## src/rtl/letter_fall_scheduler.sv

```systemverilog
// Purpose : game sequencer owning three falling letter slots (spawn, fall, hit, miss, score, lives).
// Latency : all outputs registered; a guess strobe or fall tick is reflected one cycle later.
// Backpres: none; guess_valid is a single-cycle strobe, never stalled, ignored outside PLAY.
//
// Ports:
//   clock, reset_n        system clock, asynchronous active-low reset
//   start                 one-cycle pulse, begins or restarts a game
//   guess, guess_valid    player-entered value and its qualifying strobe
//   letter1..3, ypos1..3  slot values and rows to the renderer (0 when slot empty)
//   slot_active           bit i-1 set when slot i is occupied
//   score, lives          saturating hit count, remaining lives
//   playing, game_over    state flags (PLAY, OVER)
//
// Optional feature: define SCHED_SPEEDUP_EN to halve the fall period after every 8th hit
// (period FALL_DIV>>k, k saturating at 3, cleared on start).
module letter_fall_scheduler #(
    parameter int FALL_DIV    = 25_000_000,
    parameter int SPAWN_DIV   = 75_000_000,
    parameter int MAX_Y       = 23,
    parameter int START_LIVES = 3
) (
    input  logic       clock,
    input  logic       reset_n,
    input  logic       start,
    input  logic [7:0] guess,
    input  logic       guess_valid,
    output logic [7:0] letter1,
    output logic [7:0] letter2,
    output logic [7:0] letter3,
    output logic [4:0] ypos1,
    output logic [4:0] ypos2,
    output logic [4:0] ypos3,
    output logic [2:0] slot_active,
    output logic [7:0] score,
    output logic [1:0] lives,
    output logic       playing,
    output logic       game_over
);

    localparam int FW = $clog2(FALL_DIV + 1);
    localparam int SW = $clog2(SPAWN_DIV + 1);

    // Encoding chosen so playing/game_over are plain register bits.
    localparam logic [1:0] S_IDLE = 2'b00;
    localparam logic [1:0] S_PLAY = 2'b01;
    localparam logic [1:0] S_OVER = 2'b10;

    localparam logic [4:0]    YMAX       = 5'(MAX_Y);
    localparam logic [SW-1:0] SPAWN_LAST = SW'(SPAWN_DIV - 1);
    localparam logic [1:0]    LIVES_INIT = 2'(START_LIVES);

    logic [1:0]    state_q;
    logic [7:0]    lfsr_q;
    logic [FW-1:0] fall_cnt_q;
    logic [SW-1:0] spawn_cnt_q;
    logic [7:0]    letter_q [3];
    logic [4:0]    ypos_q   [3];
    logic [2:0]    active_q;
    logic [7:0]    score_q;
    logic [1:0]    lives_q;

`ifdef SCHED_SPEEDUP_EN
    logic [1:0]    speed_k_q;
    logic [2:0]    hit_cnt_q;
    int            fall_div_eff;
`endif

    logic          run;
    logic          tick;
    logic          spawn_tc;
    logic [FW-1:0] fall_last;
    logic [2:0]    hit_oh;
    logic          hit_found;
    logic [4:0]    best_y;
    logic [2:0]    free_oh;
    logic [2:0]    miss;
    logic [1:0]    miss_cnt;
    logic [1:0]    lives_next;
    logic          lfsr_fb;

    // x^8+x^6+x^5+x^4+1, shifting toward the MSB.
    assign lfsr_fb = lfsr_q[7] ^ lfsr_q[5] ^ lfsr_q[4] ^ lfsr_q[3];

    // The cycle in which lives is already 0 is spent leaving PLAY: no slot activity.
    assign run = (state_q == S_PLAY) && (lives_q != 2'd0) && !start;

    always_comb begin
`ifdef SCHED_SPEEDUP_EN
        fall_div_eff = FALL_DIV >> speed_k_q;
        fall_last    = (fall_div_eff > 1) ? FW'(fall_div_eff - 1) : '0;
`else
        fall_last    = FW'(FALL_DIV - 1);
`endif
    end

    assign tick     = run && (fall_cnt_q == fall_last);
    assign spawn_tc = run && (spawn_cnt_q == SPAWN_LAST);

    // Hit select: deepest matching slot wins; strict '>' keeps the lowest index on ties.
    always_comb begin
        hit_oh    = '0;
        hit_found = 1'b0;
        best_y    = '0;
        for (int i = 0; i < 3; i++) begin
            if (run && guess_valid && active_q[i] && (letter_q[i] == guess) &&
                (!hit_found || (ypos_q[i] > best_y))) begin
                hit_oh    = '0;
                hit_oh[i] = 1'b1;
                hit_found = 1'b1;
                best_y    = ypos_q[i];
            end
        end
    end

    // Free slot is judged on the pre-update occupancy, so a slot freed this cycle
    // is only reusable by a later spawn.
    always_comb begin
        free_oh = '0;
        for (int i = 0; i < 3; i++) begin
            if (!active_q[i] && (free_oh == 3'b000)) begin
                free_oh[i] = 1'b1;
            end
        end
    end

    // A hit on the miss tick pre-empts the miss.
    always_comb begin
        for (int i = 0; i < 3; i++) begin
            miss[i] = tick && active_q[i] && (ypos_q[i] == YMAX) && !hit_oh[i];
        end
        miss_cnt   = {1'b0, miss[0]} + {1'b0, miss[1]} + {1'b0, miss[2]};
        lives_next = (lives_q > miss_cnt) ? (lives_q - miss_cnt) : 2'd0;
    end

    always_ff @(posedge clock or negedge reset_n) begin
        if (!reset_n) begin
            state_q     <= S_IDLE;
            lfsr_q      <= 8'hA5;
            fall_cnt_q  <= '0;
            spawn_cnt_q <= '0;
            active_q    <= '0;
            score_q     <= '0;
            lives_q     <= '0;
            for (int i = 0; i < 3; i++) begin
                letter_q[i] <= '0;
                ypos_q[i]   <= '0;
            end
`ifdef SCHED_SPEEDUP_EN
            speed_k_q   <= '0;
            hit_cnt_q   <= '0;
`endif
        end else begin
            lfsr_q <= {lfsr_q[6:0], lfsr_fb};

            if (start) begin
                state_q     <= S_PLAY;
                fall_cnt_q  <= '0;
                spawn_cnt_q <= '0;
                active_q    <= '0;
                score_q     <= '0;
                lives_q     <= LIVES_INIT;
                for (int i = 0; i < 3; i++) begin
                    letter_q[i] <= '0;
                    ypos_q[i]   <= '0;
                end
`ifdef SCHED_SPEEDUP_EN
                speed_k_q   <= '0;
                hit_cnt_q   <= '0;
`endif
            end else if (state_q == S_PLAY) begin
                if (lives_q == 2'd0) begin
                    state_q     <= S_OVER;
                    fall_cnt_q  <= '0;
                    spawn_cnt_q <= '0;
                end else begin
                    fall_cnt_q  <= tick ? '0 : fall_cnt_q + 1'b1;
                    spawn_cnt_q <= spawn_tc ? '0 : spawn_cnt_q + 1'b1;

                    // Per-slot priority: hit, then miss, then fall, then spawn into a free slot.
                    for (int i = 0; i < 3; i++) begin
                        if (hit_oh[i] || miss[i]) begin
                            active_q[i] <= 1'b0;
                            letter_q[i] <= '0;
                            ypos_q[i]   <= '0;
                        end else if (tick && active_q[i]) begin
                            ypos_q[i]   <= ypos_q[i] + 5'd1;
                        end else if (spawn_tc && free_oh[i]) begin
                            active_q[i] <= 1'b1;
                            letter_q[i] <= lfsr_q;
                            ypos_q[i]   <= '0;
                        end
                    end

                    if (hit_found && (score_q != 8'hFF)) begin
                        score_q <= score_q + 8'd1;
                    end
                    lives_q <= lives_next;

`ifdef SCHED_SPEEDUP_EN
                    if (hit_found) begin
                        hit_cnt_q <= hit_cnt_q + 3'd1;
                        if ((hit_cnt_q == 3'd7) && (speed_k_q != 2'd3)) begin
                            speed_k_q  <= speed_k_q + 2'd1;
                            fall_cnt_q <= '0;
                        end
                    end
`endif
                end
            end
        end
    end

    assign letter1     = letter_q[0];
    assign letter2     = letter_q[1];
    assign letter3     = letter_q[2];
    assign ypos1       = ypos_q[0];
    assign ypos2       = ypos_q[1];
    assign ypos3       = ypos_q[2];
    assign slot_active = active_q;
    assign score       = score_q;
    assign lives       = lives_q;
    assign playing     = state_q[0];
    assign game_over   = state_q[1];

endmodule

```

## config.mk

```make
export PLATFORM = sky130hd
export DESIGN_NAME = letter_fall_scheduler
export DESIGN_NICKNAME = d
export VERILOG_FILES = /design/src/rtl/letter_fall_scheduler.sv
export SDC_FILE = /design/constraint.sdc
export NUM_CORES = 1
export LEC_CHECK = 0
export ABC_CLOCK_PERIOD_IN_PS = 5300
export BUFFER_PORTS_ARGS = -buffer_cell sky130_fd_sc_hd__buf_4
export CORE_MARGIN = 2
export CORE_UTILIZATION = 25
export CTS_BUF_LIST = sky130_fd_sc_hd__clkbuf_8
export CTS_CLUSTER_SIZE = 10
export DETAILED_ROUTE_END_ITERATION = 7
export PLACE_DENSITY = 0.41
export SYNTH_ARGS = -nofsm -noshare
export SYNTH_HDL_FRONTEND = slang
export SYNTH_SLANG_ARGS = --single-unit
```

## constraint.sdc

```tcl
create_clock -name clock -period 5.3 [get_ports clock]
set_clock_uncertainty 0.2 [all_clocks]
set_input_delay 0.265 -clock clock [delete_from_list [all_inputs] [get_ports clock]]
set_output_delay 0.265 -clock clock [all_outputs]
set_load 0.05 [all_outputs]
```

==> results.cfg, run 1 <==
[placement]
place_area_um2 = 7820
numPlacedInstances = 1134
dp_hpwl_um = 14200
place_congestion = 0.808
port_buffers = 65

[route]
vias = 6018
viasPerCell = 5.13
drt-initial-drc-count = 326
routed_wl_um = 20400
route.detailed.drc = 0
drtPass1Iterations = 5
post_drt_wl_per_cell_um = 17.4
antenna_left = 0

[power]
power.density_nw_per_um2 = 232
power_mw = 1.98
p_leak_nw = 3.64
ir_worst_vdd_uv = 136

[grt]
grt_pass1_wl_um = 32900
grt_overflow = 0
grt_usage_pct = 15.5
grt_max_degree = 69
antenna_found_initial = 0
grt_pass1_vias = 5967

[timing]
final_hold_viol_count = 0
worst_slack_ns = -0.448
slew_violations = 0
period_share_pct = 108
finalSetupViolCount = 2
grt_setup_unrepaired = yes
worstMarginPinSlew_ns = 0.938
period_minus_slack_ns = 5.75
fmaxAchievable_ghz = 0.174
slew-limit-headroom_pct = 37.4

[final_layout]
nNetsFinal = 857
diodes = 0
final_cells = 1173
layout_commonest_cell = buf_4
fin_area_um2 = 8520
area_growth_pct = 31.0
final_cell_mix = buf_4 (132), dfrtp_1 (97), o21ai_0 (61)
drive_gt1_share_pct = 28.2

[cts]
path_clk_slew_ns = 0.08
h-tree-depth = 4
clk_path_buf_depth = 2
root_buffer = clkbuf_8
clk_latency_ns = 0.45
cts_sinks = 114
cts_made_buffers = 17
cts_tree = built

[floorplanning]
initial_core_util_pct = 25.2
core_region_area_um2 = 25800
die_w_um = 165
die_h_um = 165
design.die.area_um2 = 27300
std_cell_rows = 59
ioPinCount = 66

[status]
status = finished, violations left
violations = setup timing

[synthesis]
synth_edf_count = 0
postSynth.asyncResetShare_pct = 100
synth_cell_type_count = 70
ys_seq_elements = 114
avgSynthCellArea_um2 = 9.30
synth_warnings = 0
ys_seq_area_share_pct = 43.9
syn_inst = 699
synth_ff_type = dfrtp_1
syn_area_um2 = 6500
synth_nets = 731

[setup_path]
startpoint_type = flip-flop
endpoint_kind = flip-flop
crit_arrival_ns = 5.88
critical-path-max-stage-delay_ns = 0.56
path_buf_inv = 3
cpLargestDelayFamily = adder cells
path_max_fanout = 5
crit_required_ns = 5.43
worst_path_max_delay_cell = fa_1
worstSetupPathType = reg -> reg

[flow_run]
cap_violations = 0

[min_path]
hold_class = in -> reg
[what timing repair did]
item	in CTS	in global routing
hold buffers	1	0
resized for setup	20	19
setup buffers	4	2
pin swaps	20	17
endpoints found under the setup margin	2	2
hold endpoints to repair	67	0
[synth_stat cells, types with 3 or more instances]
cell,number,area (µm²)
xor2_1,7,61.3
or4_1,3,22.5
nand2_1,59,221
ha_1,18,225
nor2_1,41,154
and4_1,7,61.3
o31ai_1,5,37.5
a21oi_1,52,260
and2_1,8,50.1
dfrtp_1,110,2750
nor3b_1,5,37.5
o21bai_1,6,45.0
nand4_1,29,181
a211oi_1,3,22.5
buf_2,3,15.0
a31oi_1,20,125
o21ai_1,8,40.0
o21a_1,4,30.0
nand3_1,31,155
o41ai_1,4,35.0
nand2b_1,9,56.3
nor3_1,18,90.1
a22o_1,18,158
nor4_1,7,43.8
xnor2_1,27,236
a32o_1,9,90.1
clkbuf_1,21,78.8
or3_1,14,87.6
dfstp_2,4,105
and3_1,14,87.6
o21ai_0,62,310
inv_1,20,75.1
[layer usage]
metal / global-route usage [%] / vias to the layer above / wire length, µm
met3: 3.55 / 17 / 808
met4: 4.11 / 0 / 231
met2: 24.2 / 120 / 9560
met5: 0 / - / 0
li1: - / 2882 / -
met1: 21.5 / 2999 / 9820
[per-stage QoR]
stage          TNS, ns  setup slack, ns  hold slack [ns]  utilization [%]
2_1_floorplan   -0.884           -0.518           -0.231                -
3_3_place_gp    -0.522           -0.320            0.217             30.4
3_5_place_dp     -1.03           -0.597            0.217             30.4
4_1_cts         -0.999           -0.518           0.0940             32.6
5_1_grt          -1.31           -0.729            0.115             33.1
6_report        -0.746           -0.448            0.122             33.1
[power by group]
| part | internal, mW | switching (mW) | total, mW |
|---|---|---|---|
| registers | 0.878 | 0.00850 | 0.887 |
| clock network | 0.518 | 0.424 | 0.942 |
| logic | 0.0483 | 0.100 | 0.148 |
| total | 1.44 | 0.533 | 1.98 |
[sequential cells by signal, indices dropped and copies added (netlist names)]
name         cells
spawn_cnt_q     27
fall_cnt_q      25
letter1          8
letter2          8
letter3          8
lfsr_q           8
score            8
ypos1            5
ypos2            5
ypos3            5
slot_active      3
lives            2
state_q          2
[path summary, 6_finish.rpt]
path	slack, ns	startpoint	to	depth (start not counted)
max	-0.45	letter1[4]	lives[1]	25
min	0.12	start	score[7]	3
max reg2reg	-0.45	letter1[4]	lives[1]	25
min reg2reg	0.23	lfsr_q[6]	lfsr_q[7]	0
max in group asynchronous	3.31	reset_n	state_q[1]	3
min in group asynchronous	0.32	reset_n	fall_cnt_q[22]	2
[cell type report]
type                    count  area [µm²]
well taps                 335         419
fillers                  2623       17200
clock buffers              17         234
flip-flops and latches    114        2870
inverters                  20        75.1
clock inverters            15         209
repair buffers            135        1020
multi-input cells         537        3680
[cells by family after synthesis]
family | Yosys count | synth area share, %
flip-flops | 114 | 43.9
AO/OA/AOI/OAI | 213 | 21.0
AND/OR/NAND/NOR | 267 | 22.9
multiplexers | 3 | 0.500
XOR/XNOR | 34 | 4.58
buffers and inverters | 48 | 3.00
adder cells (fa/ha/maj) | 20 | 4.08
[worst reg2reg max path, delay by kind of cell (launching register included)]
kind | cells | cell delay [ns]
mux | 1 | 0.34
flops | 1 | 0.43
xor+xnor | 1 | 0.19
simple gates | 8 | 1.34
fa+ha+maj | 5 | 1.68
buf+inv | 3 | 0.30
compound gates | 7 | 1.17
No activity file was read; power rests on OpenSTA's default activity.
==> run 2: changes to the inputs <==
Settings changed: BUFFER_PORTS_ARGS -buffer_cell sky130_fd_sc_hd__buf_4 to unset, DONT_BUFFER_PORTS set to 1, PLACE_DENSITY 0.41 to 0.39.
==> results.cfg, run 2 (same netlist as run 1, synthesis figures left out) <==
[setup_path]
rr_endpoint = lives[1]
cpLargestDelayFamily = adder cells
path_buf_inv = 3
cp.depth = 25
rr_worst_depth = 25
startpoint_type = flip-flop
worst_path_max_delay_cell = fa_1
path_max_fanout = 5
endpoint_kind = flip-flop
r2r-start = letter1[2]
crit_arrival_ns = 5.81
worstSetupPathType = reg -> reg
crit_path_start = letter1[2]
crit_required_ns = 5.42
critical-path-max-stage-delay_ns = 0.49
critPathCapture = lives[1]
ff2ff_setup_slack_ns = -0.38

[cts]
cts_made_buffers = 17
root_buffer = clkbuf_8
cts_sinks = 114
cts_tree = built
h-tree-depth = 4
path_clk_slew_ns = 0.09
clk_path_buf_depth = 2
clk_latency_ns = 0.45

[final_layout]
reg_top3 = spawn_cnt_q (27), fall_cnt_q (25)
area_growth_pct = 24.7
drive_gt1_share_pct = 21.5
final_cell_mix = dfrtp_1 (97), buf_4 (69), o21ai_0 (61)
final_cells = 1121
largest_register_ffs = 27
layout_commonest_cell = dfrtp_1
regMostFlops = spawn_cnt_q
multi_input_area_um2 = 3660
final_util_pct = 31.5
final-seq-area_um2 = 2870
fillerInstances = 2648
diodes = 0
nNetsFinal = 805

[timing]
period_share_pct = 107
period_minus_slack_ns = 5.68
worstMarginPinSlew_ns = 0.916
final_hold_viol_count = 0
worst_slack_ns = -0.385
slew-limit-headroom_pct = 38.9
finalSetupViolCount = 2
slew_violations = 0
grt_setup_unrepaired = yes
whs_ns = 0.0829
fmaxAchievable_ghz = 0.176

[placement]
port_buffers = 0
place_congestion = 0.759
dp_hpwl_um = 14000
place_ws_ns = -0.531
numPlacedInstances = 1069

[power]
p_int_mw = 1.35
p_seq_share_pct = 46.8
swShare_pct = 28.6
ir_worst_vdd_uv = 157
power.density_nw_per_um2 = 233
comb_power_share_pct = 7.0
p_leak_nw = 3.35
clkPwrFrac_pct = 46.2
power_switching_mw = 0.541

[grt]
grt_usage_pct = 15.3
grt_overflow = 0
grt_max_degree = 115
grt_pass1_vias = 5812
grt_pass1_wl_um = 32300
antenna_found_initial = 0

[flow_run]
cap_violations = 0

[route]
viasPerCell = 5.20
drt-initial-drc-count = 300
vias = 5834
antenna_left = 0
drtPass1Iterations = 4
post_drt_wl_per_cell_um = 18.2
routed_wl_um = 20400
route.detailed.drc = 0

[status]
status = finished, violations left
violations = setup timing

[floorplanning]
design.die.area_um2 = 27300
ioPinCount = 66
die_h_um = 165
die_w_um = 165
initial_core_util_pct = 25.2
core_region_area_um2 = 25800
std_cell_rows = 59

[min_path]
hold_class = in -> reg
==> run 2: cell types whose count changed in the layout (fill, tap and decap cells not counted), moves of 2 or more <==
cell	change
inv_8	+2
dlygate4sd3_1	+11
bufinv_16	-2
inv_6	+4
clkinv_4	-4
buf_4	-63
==> run 2: stage by stage <==
stage	area (µm²)	TNS, ns	total power, mW
detailed placement	7330	-0.911	1.01
global placement	7330	-0.604	1.01
finish	8110	-0.593	1.89
global route	8110	-1.13	1.98
floorplan	6570	-0.884	0.976
CTS	8010	-0.734	1.93
==> run 2: repair_timing <==
item | CTS | global route
resized for setup | 20 | 13
setup endpoints to repair | 2 | 2
hold endpoints to repair | 153 | 0
pin swaps | 13 | 15
buffers inserted | 3 | 4
hold buffers | 13 | 0
cloned | 0 | 0
==> run 2: how the worst min path moves through the flow <==
| stage | depth (start not counted) | from | to | slack, ns |
|---|---|---|---|---|
| final | 3 | start | letter2[2] | 0.08 |
| after global routing | 3 | start | letter2[6] | 0.04 |
| after CTS | 3 | start | letter2[6] | 0.03 |
| after detailed placement | 0 | reset_n | fall_cnt_q[20] | -0.22 |
| after global placement | 0 | reset_n | fall_cnt_q[15] | -0.22 |
| after floorplan | 0 | reset_n | fall_cnt_q[0] | -0.23 |
==> run 2: layout make-up <==
type	instances	share of cell area [%]
clock inverters	15	2.11
flip-flops and latches	114	35.4
clock buffers	17	2.88
repair buffers	83	8.35
inverters	20	0.926
well taps	335	5.17
multi-input cells	537	45.1
==> run 2: worst min-delay path: cells and delay by family <==
| kind | cells | cell delay (ns) |
|---|---|---|
| AOI/OAI and AO/OA | 2 | 0.25 |
| buffers and inverters | 1 | 0.17 |
==> run 2: power by group through the flow <==
stage	Clock (mW)	Sequential (mW)	Combinational, mW
2_1_floorplan	0	0.907	0.0691
3_3_place_gp	0	0.903	0.104
3_5_place_dp	0	0.903	0.106
4_1_cts	0.911	0.886	0.134
5_1_grt	0.940	0.888	0.148
6_report	0.874	0.886	0.133
==> run 2: metal layers <==
layer	track usage (%)	share of wire [%]	wire, µm	vias up
met5	0	0	0	-
met4	4.98	1.4	294	0
met3	5.02	6.6	1350	22
met2	23.2	45	9260	120
met1	20.4	47	9530	2913
li1	-	-	-	2779
==> run 3: changes to the inputs <==
Settings changed: GPL_ROUTABILITY_DRIVEN set to 0, SKIP_CTS_REPAIR_TIMING set to 1.
==> results.cfg, run 3 (same netlist as run 1, synthesis figures left out) <==
[status]
status = finished, violations left
violations = hold timing, setup timing

[timing]
period_minus_slack_ns = 5.73
fmaxAchievable_ghz = 0.175
slew_violations = 0
worstMarginPinSlew_ns = 0.926
period_share_pct = 108
worst_slack_ns = -0.429
setup_tns_ns = -0.725
whs_ns = -0.238
grt_setup_unrepaired = yes
finalSetupViolCount = 2
final_hold_viol_count = 11
slew-limit-headroom_pct = 38.3

[final_layout]
regMostFlops = spawn_cnt_q
area_growth_pct = 24.3
final_cell_mix = dfrtp_1 (97), buf_4 (65), o21ai_0 (61)
final_cells = 1119
drive_gt1_share_pct = 20.8
nNetsFinal = 803
reg_top3 = spawn_cnt_q (27), fall_cnt_q (25)
diodes = 0
final_util_pct = 31.4
layout_commonest_cell = dfrtp_1
fin_area_um2 = 8080
fillerInstances = 2661
largest_register_ffs = 27

[min_path]
hold_class = in -> reg
hold_end = lives[1]
hold_path.startpoint = start
hold-path-cell-count = 1

[floorplanning]
die_w_um = 165
die_h_um = 165
initial_core_util_pct = 25.2
core_region_area_um2 = 25800
design.die.area_um2 = 27300
ioPinCount = 66
std_cell_rows = 59

[setup_path]
worstSetupPathType = reg -> reg
startpoint_type = flip-flop
endpoint_kind = flip-flop
path_max_fanout = 6
crit_arrival_ns = 5.85
rr_endpoint = lives[1]
ff2ff_setup_slack_ns = -0.43
r2r-start = letter1[2]
crit_required_ns = 5.42
rr_worst_depth = 25

[cts]
h-tree-depth = 4
cts_made_buffers = 17
cts_sinks = 114
clk_latency_ns = 0.45
cts_tree = built
clk_path_buf_depth = 2
path_clk_slew_ns = 0.08
root_buffer = clkbuf_8

[route]
vias = 5792
drt-initial-drc-count = 278
wl_met2_um = 9350
post_drt_wl_per_cell_um = 18.2
wl_met3_um = 1200
route.detailed.drc = 0
antenna_left = 0
viasPerCell = 5.18
maxUsedRoutingLayer = met4
routed_wl_um = 20300
wirelength_met1_um = 9530
drtPass1Iterations = 4

[power]
power.density_nw_per_um2 = 234
power_switching_mw = 0.539
swShare_pct = 28.5
power_mw = 1.89
comb_power_share_pct = 6.9
p_int_mw = 1.35
p_seq_share_pct = 46.9
clkPwrFrac_pct = 46.2
ir_worst_vdd_uv = 157
p_leak_nw = 3.31

[placement]
port_buffers = 0
numPlacedInstances = 1069
dp_hpwl_um = 14000
place_ws_ns = -0.531
place_area_um2 = 7330

[grt]
antenna_found_initial = 0
grt_overflow = 0
grt_pass1_vias = 5679
grt_usage_pct = 15.0
grt_pass1_wl_um = 31700
grt_max_degree = 115

[flow_run]
cap_violations = 0
## run 3: cell types whose count changed in the layout (fill, tap and decap cells not counted), sizes merged
cell	before	now
dlygate4sd3	12	14
buf	71	67
## run 3: final cells by class
type                            count  area (µm²)  area share (%)
Timing Repair Buffer               81         667            8.25
Sequential cell                   114        2870            35.6
Clock inverter                     15         171            2.12
Multi-Input combinational cell    537        3640            45.0
Inverter                           20        75.1           0.929
Tap cell                          335         419            5.19
Clock buffer                       17         234            2.90
## run 3: power groups by stage
stage	combinational [mW]	clock [mW]	sequential, mW
4_1_cts	0.106	0.911	0.886
6_report	0.130	0.874	0.886
5_1_grt	0.145	0.940	0.888
2_1_floorplan	0.0691	0	0.907
3_3_place_gp	0.104	0	0.903
3_5_place_dp	0.106	0	0.903
## run 3: worst max-delay path by stage
stage                from        to
3_5_place_dp   letter1[4]  lives[1]
6_report       letter1[2]  lives[1]
3_3_place_gp   letter1[5]  lives[1]
5_1_grt        letter1[4]  lives[1]
4_1_cts        letter1[4]  lives[1]
2_1_floorplan  state_q[0]  lives[1]
## run 3: critical path: stages, from the launching register on
cell and delay [ns]:
dfrtp_2 0.43, xnor2_2 0.15, nand2_1 0.11, nor4_4 0.29, buf_6 0.18, nand2_4 0.06
ha_4 0.28, nand4_1 0.16, o221ai_2 0.24, o21ai_4 0.11, a21oi_4 0.25, mux2_4 0.34
ha_4 0.27, nand4_1 0.12, o221ai_2 0.18, o21a_1 0.20, nand2_1 0.10, and2_4 0.17
or3b_4 0.39, fa_1 0.49, inv_1 0.04, ha_2 0.16, inv_2 0.05, fa_2 0.42
a31oi_1 0.15, o21bai_1 0.08
## run 3: per-layer routing
layer | vias to the layer above | GRT usage (%)
met5 | - | 0
met4 | 0 | 4.62
li1 | 2774 | -
met1 | 2898 | 20.1
met2 | 103 | 22.9
met3 | 17 | 4.90
